$ cat config.mk
export PLATFORM = sky130hd
export DESIGN_NAME = uart_tx
export DESIGN_NICKNAME = d
export VERILOG_FILES = /design/src/rtl/uart_pkg.sv /design/src/rtl/uart_tx.sv
export SDC_FILE = /design/constraint.sdc
export NUM_CORES = 1
export LEC_CHECK = 0
export CORE_MARGIN = 2
export CORE_UTILIZATION = 40
export DETAILED_ROUTE_END_ITERATION = 10
export MAX_ROUTING_LAYER = met4
export SYNTH_ARGS = -nofsm -noshare
export SYNTH_HDL_FRONTEND = slang
export SYNTH_SLANG_ARGS = --single-unit
$ cat constraint.sdc
create_clock -name i_clk -period 2.15 [get_ports i_clk]
set_input_delay 0.3225 -clock i_clk [delete_from_list [all_inputs] [get_ports i_clk]]
set_output_delay 0.3225 -clock i_clk [all_outputs]
set_load 0.05 [all_outputs]
$ cat src/rtl/uart_pkg.sv
// rtl/uart_pkg.sv - shared UART types and legal configuration ranges
//
// Shared by the UART transmitter and receiver.
// Contents:
//   tx_states_t   - 3-bit transmitter state encoding (TX_BREAK only with UART_TX_BREAK_EN)
//   DATA_LENGTH_* - legal data bits per frame
//   STOP_BITS_*   - legal stop bit count
//   uart_cfg_legal - true when a DataLength/StopBits pair is inside the legal ranges

package uart_pkg;

  localparam int unsigned DATA_LENGTH_MIN = 5;
  localparam int unsigned DATA_LENGTH_MAX = 9;
  localparam int unsigned STOP_BITS_MIN   = 1;
  localparam int unsigned STOP_BITS_MAX   = 2;

  typedef enum logic [2:0] {
    TX_IDLE   = 3'd0,
    TX_LOAD   = 3'd1,
    TX_START  = 3'd2,
    TX_DATA   = 3'd3,
    TX_PARITY = 3'd4,
    TX_STOP   = 3'd5
`ifdef UART_TX_BREAK_EN
    ,
    TX_BREAK  = 3'd6
`endif
  } tx_states_t;

  function automatic bit uart_cfg_legal(input int unsigned data_length,
                                        input int unsigned stop_bits);
    return (data_length >= DATA_LENGTH_MIN) && (data_length <= DATA_LENGTH_MAX) &&
           (stop_bits >= STOP_BITS_MIN) && (stop_bits <= STOP_BITS_MAX);
  endfunction

endpackage

$ cat src/rtl/uart_tx.sv
// rtl/uart_tx.sv - UART transmitter between the TX FIFO read port and the pad
//
// Pops one word from a first-word-fall-through FIFO and sends it as
// start bit, LSB-first data, optional parity and 1 or 2 stop bits.
// Bit timing comes from an external prescaler: it runs while o_prescaler_en
// is high (cleared while low) and pulses i_strobe at the end of each bit.
//
// Parameters:
//   Parity     - 1: append parity bit
//   ParityOdd  - 1: odd parity, 0: even
//   StopBits   - 1 or 2
//   DataLength - data bits per frame, 5..9
// Ports:
//   i_clk          - clock at baudrate x oversampling
//   i_rst_n        - asynchronous active-low reset
//   i_fifo_data    - FIFO head word, valid while !i_fifo_empty
//   i_fifo_empty   - TX FIFO empty
//   o_fifo_read_en - one-cycle pop pulse
//   i_strobe       - end-of-bit pulse from the prescaler
//   o_prescaler_en - prescaler run enable
//   o_tx           - serial line, idle high, registered
//   o_busy         - high whenever not idle
//   i_break        - (UART_TX_BREAK_EN only) hold line low while high
//
// Build option: define UART_TX_BREAK_EN to add i_break and the break state.

module uart_tx
  import uart_pkg::*;
#(
  parameter bit          Parity     = 1'b0,
  parameter bit          ParityOdd  = 1'b0,
  parameter int unsigned StopBits   = 1,
  parameter int unsigned DataLength = 8
) (
  input  logic                  i_clk,
  input  logic                  i_rst_n,
  input  logic [DataLength-1:0] i_fifo_data,
  input  logic                  i_fifo_empty,
  output logic                  o_fifo_read_en,
  input  logic                  i_strobe,
  output logic                  o_prescaler_en,
  output logic                  o_tx,
  output logic                  o_busy
`ifdef UART_TX_BREAK_EN
  ,
  input  logic                  i_break
`endif
);

  localparam int unsigned CntW = $clog2(DataLength);
  localparam logic [CntW-1:0] DataLast = CntW'(DataLength - 1);
  localparam logic [CntW-1:0] StopLast = CntW'(StopBits - 1);

  tx_states_t            state_q, state_d;
  logic [DataLength-1:0] shift_q, shift_d;
  logic [CntW-1:0]       cnt_q, cnt_d;
  logic                  parity_q, parity_d;
  logic                  tx_d;

  // One counter serves both the data bits and the stop bits; it is
  // reloaded on every entry to DATA or STOP and only counts down to zero.
  always_comb begin
    state_d        = state_q;
    shift_d        = shift_q;
    cnt_d          = cnt_q;
    parity_d       = parity_q;
    o_fifo_read_en = 1'b0;
    o_prescaler_en = 1'b0;
    o_busy         = 1'b1;

    case (state_q)
      TX_IDLE: begin
        o_busy = 1'b0;
`ifdef UART_TX_BREAK_EN
        if (i_break) begin
          state_d = TX_BREAK;
        end else if (!i_fifo_empty) begin
          state_d = TX_LOAD;
        end
`else
        if (!i_fifo_empty) begin
          state_d = TX_LOAD;
        end
`endif
      end

      TX_LOAD: begin
        o_fifo_read_en = 1'b1;
        shift_d        = i_fifo_data;
        parity_d       = (^i_fifo_data) ^ ParityOdd;
        state_d        = TX_START;
      end

      TX_START: begin
        o_prescaler_en = 1'b1;
        if (i_strobe) begin
          cnt_d   = DataLast;
          state_d = TX_DATA;
        end
      end

      TX_DATA: begin
        o_prescaler_en = 1'b1;
        if (i_strobe) begin
          shift_d = shift_q >> 1;
          if (cnt_q == '0) begin
            if (Parity) begin
              state_d = TX_PARITY;
            end else begin
              cnt_d   = StopLast;
              state_d = TX_STOP;
            end
          end else begin
            cnt_d = cnt_q - 1'b1;
          end
        end
      end

      TX_PARITY: begin
        o_prescaler_en = 1'b1;
        if (i_strobe) begin
          cnt_d   = StopLast;
          state_d = TX_STOP;
        end
      end

      TX_STOP: begin
        o_prescaler_en = 1'b1;
        if (i_strobe) begin
          if (cnt_q == '0) begin
            state_d = TX_IDLE;
          end else begin
            cnt_d = cnt_q - 1'b1;
          end
        end
      end

`ifdef UART_TX_BREAK_EN
      // Release is only honoured on a bit boundary so the low period is a
      // whole number of bit times, followed by normal stop bits.
      TX_BREAK: begin
        o_prescaler_en = 1'b1;
        if (i_strobe && !i_break) begin
          cnt_d   = StopLast;
          state_d = TX_STOP;
        end
      end
`endif

      default: begin
        state_d = TX_IDLE;
      end
    endcase
  end

  // Line level is decoded from the next state so the o_tx flop changes on
  // the same edge as the state register.
  always_comb begin
    tx_d = 1'b1;
    case (state_d)
      TX_START:  tx_d = 1'b0;
      TX_DATA:   tx_d = shift_d[0];
      TX_PARITY: tx_d = parity_d;
`ifdef UART_TX_BREAK_EN
      TX_BREAK:  tx_d = 1'b0;
`endif
      default:   tx_d = 1'b1;
    endcase
  end

  always_ff @(posedge i_clk or negedge i_rst_n) begin
    if (!i_rst_n) begin
      state_q  <= TX_IDLE;
      shift_q  <= '0;
      cnt_q    <= '0;
      parity_q <= 1'b0;
      o_tx     <= 1'b1;
    end else begin
      state_q  <= state_d;
      shift_q  <= shift_d;
      cnt_q    <= cnt_d;
      parity_q <= parity_d;
      o_tx     <= tx_d;
    end
  end

endmodule

; ---- Yosys cells after proc, flatten, opt, wreduce, memory -nomap -nowiden
; Index checks and enable logic that the tools add are counted.
[word_totals]
latchBits = 0
regBits = 16
n_memories = 0
wordCells = 50
out_inout_bits = 4
input_bits = 12
romBits = 0
mem_bits_rw = 0
[classes]
n_addsub = 1
n_mux = 22
n_lt_le_gt_ge = 0
eq_ne = 13
reduce_logical = 8
n_div = 0
mul = 0
shift = 0
bitwise_logic = 0
[op_table]
columns = operator, n
row1 = two-way mux 3 bit, 13
row2 = case mux 3 bit (6 select lines), 1
row3 = case mux 8 bit (2 select lines), 1
row4 = == test 3 x 2 -> 1 bit (second input constant), 4
row5 = case mux 3 bit (4 select lines), 1
row6 = != test 2 bit (second input constant), 5
row7 = == test 3 bit (second input constant), 3
row8 = two-way mux 8 bit, 1
row9 = XOR reduction 8 bit, 1
row10 = logical NOT 3 bit, 2
row11 = AND reduction 6 bit, 1
row12 = two-way mux 1 bit, 4
row13 = nonzero test 4 bit, 1
row14 = OR reduction 4 bit, 1
row15 = == test 3 x 1 -> 1 bit (second input constant), 1
row16 = case mux 1 bit (3 select lines), 1
row17 = subtractor 3 x 1 -> 3 bit (second input constant), 1
row18 = AND reduction 2 bit, 1
row19 = nonzero test 2 bit, 1

; ---- Logic depth before layout (Yosys ltp)
[depth]
depth_word = 6
ltp_mapped = 6
depth_no_buf = 6

; ---- Worst setup path before layout
; OpenSTA, ideal clock, no wires.
[synth_timing]
kind = register -> register
start = register state_q[2]
end = register cnt_q[2]
t_arrival_ns = 1.427
setup_time_ns = 0.128
t_required_ns = 2.022
path_buffers = 1
synth_period_minus_slack_ns = 1.554
stages_incl_launch_ff = 6
setup_slack_ns = 0.596
cell_sequence = dfrtp_1 -> buf_6 -> xor2_2 -> nand2_1 -> a21oi_1 -> o22ai_1
[synth_via]
elab_chain_cells = 3
elab_cells_between_ends = 12
classes_between = 9 x eq/ne / 1 x mux / 2 x reduce/logical
[synth_rtl]
columns = item, line_no
row1 = "start, declared", uart_tx.sv:54  ; tx_states_t state_q, state_d;
row2 = "start signal, assigned", uart_tx.sv:179  ; state_q <= state_d;
row3 = == test 3 bit or == test 3 x 2 -> 1 bit (tied branches), uart_tx.sv:71  ; case (state_q)
row4 = nonzero test 4 bit (no line) or != test 2 bit (tied branches), n/a
row5 = AND reduction 6 bit (no line), n/a
row6 = "end signal, assigned", uart_tx.sv:181  ; cnt_q <= cnt_d;
row7 = "end, declared", uart_tx.sv:56  ; logic [CntW-1:0] cnt_q, cnt_d;
; Several ways; a longest one is shown, not always the timed one.
; A chain may end at the register's enable or synchronous reset.

; ---- Final worst setup path
[layout_timing]
start = register state_q[1]
end = output o_fifo_read_en
[layout_via]
elab_chain_cells = 2
[layout_rtl]
columns = item, line_no
row1 = == test 3 x 1 -> 1 bit, uart_tx.sv:71
row2 = two-way mux 1 bit, uart_tx.sv:71
row3 = "end, declared", uart_tx.sv:39  ; output logic o_fifo_read_en,
; No other way between the ends.

==> results.txt <==
* Outcome: complete, no violations
* Placed wire-length estimate after detailed placement: 1.41 mm
- Clock-pin slew on the worst setup and hold paths: 0.10 ns
- Insertion delay of the later-clocked pin in the worst-skew pair: 0.28 ns
* Number of instances in the placed design: 135
- Distinct cell type count of the synthesized netlist: 38
* Number of routed nets with antenna violations: 0
* Final-report hold violation count: 0
* Reported leakage power: 0.525 nW
- Area of the die: 2790 um2
- Termination of the worst setup path: o_fifo_read_en
- When the netlist entered floorplanning its net count stood at 107.
- Antenna cells: 0
- Post-synthesis cell area: 952 um2
* Routed met1 length: 867 um
* Setup repair after global routing missed its margin: false
- Final hold slack: 0.478 ns
- The critical path crosses 3 cells after its start point.
* Overflow left after global routing: 0
* Final worst slack: 0.207 ns
* FF-to-FF Start: cnt_q[0]
- Detailed-routed wire length on met2: 937 um
- DRT iter0 DRCs: 28
- The via count of the first global-routing pass came to 769.
* Buf+Inv Stages, Crit Path: 2
* Total core area: 2230 um2
- Clock root buffer: clkbuf_4
* Area growth from synthesis to layout: 22.9%
- Headroom to the max-slew limit came out at 49.2%.
- VDD sags by at most 0.597 mV.
- Worst setup path class: flip-flop to output pin
- 16 I/O pins were placed.
- After synthesis, the share of flip-flops with an asynchronous set or reset is 100%.
- In the routed layout, each cell is associated on average with a via count of 5.58.
- Global-route wire length before repair: 3.22 mm
* End-of-flow core utilization: 52.4%
* Routed wire length: 1.92 mm
- The longest clock path from root to sink contains 2 buffers.
- On the worst path, the slowest cell contributes a delay of 0.53 ns.
- Among all stages on the critical path, the largest delay is contributed by dfrtp_1.
* Ys flop type: dfrtp_1
* Worst Path Arrival: 1.62 ns
* Cell area power density: 1250 nW/um2
- Portion of the clock cycle consumed by the worst path in the final layout: 90.4%
- The endpoint identified for the worst register-to-register timing path is cnt_q[1].
- Counting I/O delays and the setup requirement, the final critical path takes 1.94 ns.
- Measured slew at the worst slew-check pin: 0.760 ns
- Buffers added to address setup during post-CTS repair amount to 0.
* Mean instance size in the synthesized netlist: 10.2 um2
- Largest net degree at the start of global routing: 17
- In the routed design, unresolved DRC markers number 0.
* Filler cell count: 228
- The worst setup path is captured at an output pin.
- Number of placement rows: 17
- Maximum capacitance violations: 0
* Metal3 WL: 98 um
- Total of endpoints with negative setup slack in the final report: 0
* Yosys warning count: 0
- In this run the register-to-register setup slack is 0.43 ns.
- CP Launch Point: state_q[1]
- Total number of H-tree levels: 1
- Worst Setup Slack post-DPL: 0.377 ns
- Data on the critical path is required at its endpoint by 1.83 ns.
* Final Slew Violations: 0
* Layout net count: 126
- Largest clock skew in the final design: 0.000553 ns
- Largest delay contributor family on the critical path: flip-flops
- Initial Utilization: 42.6%
* Chain of cells forming the critical path: buf_4, nor2_2, buf_12
* Topmost layer with routed signal wires: met4
* Setup TNS Final: 0 ns
- Port buffering added 15 buffers.
* First drt pass iteration count: 5
* DR vias: 776
* TritonCTS clock tree: yes
* Die outline width: 52.8 um
- Number of flops mapped to enable cells by yosys: 0
- Proportion of synthesized chip area in sequential cells: 42.2%
- Average wire length per cell after detail routing: 13.8 um
* Peak clock frequency supported by timing: 515 MHz
- The clock drives 16 sinks.
- The largest total area in the synthesized netlist belongs to dfrtp_1.
* Number of antenna violations at the first check in global routing: 0
- Along the worst path, the maximum fanout reaches 11.
- Fraction of synthesized cell area taken by the top area cell type: 39.4%
* Routability-driven placement congestion ratio: 0.777
- The die is 52.8 um tall.
- In the global route stage, overall resource usage came out at 16.1%.
- Top area cells in the synthesized netlist: dfrtp_1 39%, xnor2_1 6.4%, a222oi_1 6.3%, inv_1 4.7%, a21oi_1 3.2%
* Cts hold-fix bufs: 0
* Mapped Cells: 93
- Min-delay worst type: input pin to async pin
- CTS Buf Count: 3
* Final cell count without fillers: 139
- Register bit count reported by yosys: 16
* Critical Path Start Type: flip-flop
* Cells on worst reg2reg path: 6
- Share of post-route cells with drive strength above 1: 18.9%
- Cells resized by post-CTS repair: 0
## how the worst min path moves through the flow
stage	start	endpoint	depth (start not counted)
2_1_floorplan	i_rst_n	cnt_q[0]	0
3_3_place_gp	shift_q[4]	shift_q[3]	2
3_5_place_dp	shift_q[4]	shift_q[3]	2
4_1_cts	i_rst_n	shift_q[1]	1
5_1_grt	i_rst_n	shift_q[1]	1
6_report	i_rst_n	shift_q[1]	1
## stage by stage
step,power (mW),area [um2]
after floorplan,1.09,952
after global placement,1.26,1130
after detailed placement,1.27,1130
after CTS,1.48,1170
after global routing,1.58,1170
final,1.46,1170
## cell families after synthesis
group | synth area share [%]
fa+ha+maj | 2.63
mux | 1.18
simple gates | 12.7
buf+inv | 8.01
xor+xnor | 8.15
compound gates | 25.1
flops | 42.2
## where the power goes
group / internal, mW / switching (mW)
clock network: 0.103 / 0.0962
logic: 0.338 / 0.384
registers: 0.429 / 0.112
total: 0.870 / 0.592
## cell usage after synthesis (2+ instances only)
library cell,n
a31oi_1,3
nand2_1,4
a22o_1,2
a222oi_1,6
a21oi_1,6
o22ai_1,2
inv_1,12
nor2b_1,3
buf_4,2
o21ai_1,2
dfrtp_1,15
ha_1,2
xnor2_1,7
nor2_1,3
## cell type report
type	count	area [um2]	share of cell area, %
Tap cell	28	35.0	2.99
Sequential cell	16	402	34.3
Multi-Input combinational cell	61	474	40.5
Clock buffer	4	36.3	3.10
Inverter	12	45.0	3.85
Timing Repair Buffer	18	178	15.2
## state kept, by name, indices dropped and copies added (netlist names)
signal	count
cnt_q	3
o_tx	1
parity_q	1
shift_q	8
state_q	3
## metal layers
| metal | GRT usage (%) | up-vias |
|---|---|---|
| li1 | - | 376 |
| met1 | 19.0 | 371 |
| met2 | 27.5 | 27 |
| met3 | 2.57 | 2 |
| met4 | 6.41 | 0 |
| met5 | - | - |
## cells in the final DEF, fill, tap and decap left out, types with 2 or more instances in the layout
cell / synthesis / routed
dfrtp_1: 15 / 15
inv_1: 12 / 12
clkdlybuf4s50_1: 0 / 12
xnor2_1: 7 / 7
a21oi_1: 6 / 6
a222oi_1: 6 / 6
buf_4: 2 / 5
nand2_1: 4 / 4
nor2b_1: 3 / 3
nor2_1: 3 / 3
a31oi_1: 3 / 3
clkbuf_4: 0 / 3
o21ai_1: 2 / 2
o22ai_1: 2 / 2
a22o_1: 2 / 2
ha_1: 2 / 2
Power figures use the tool's default switching activity.
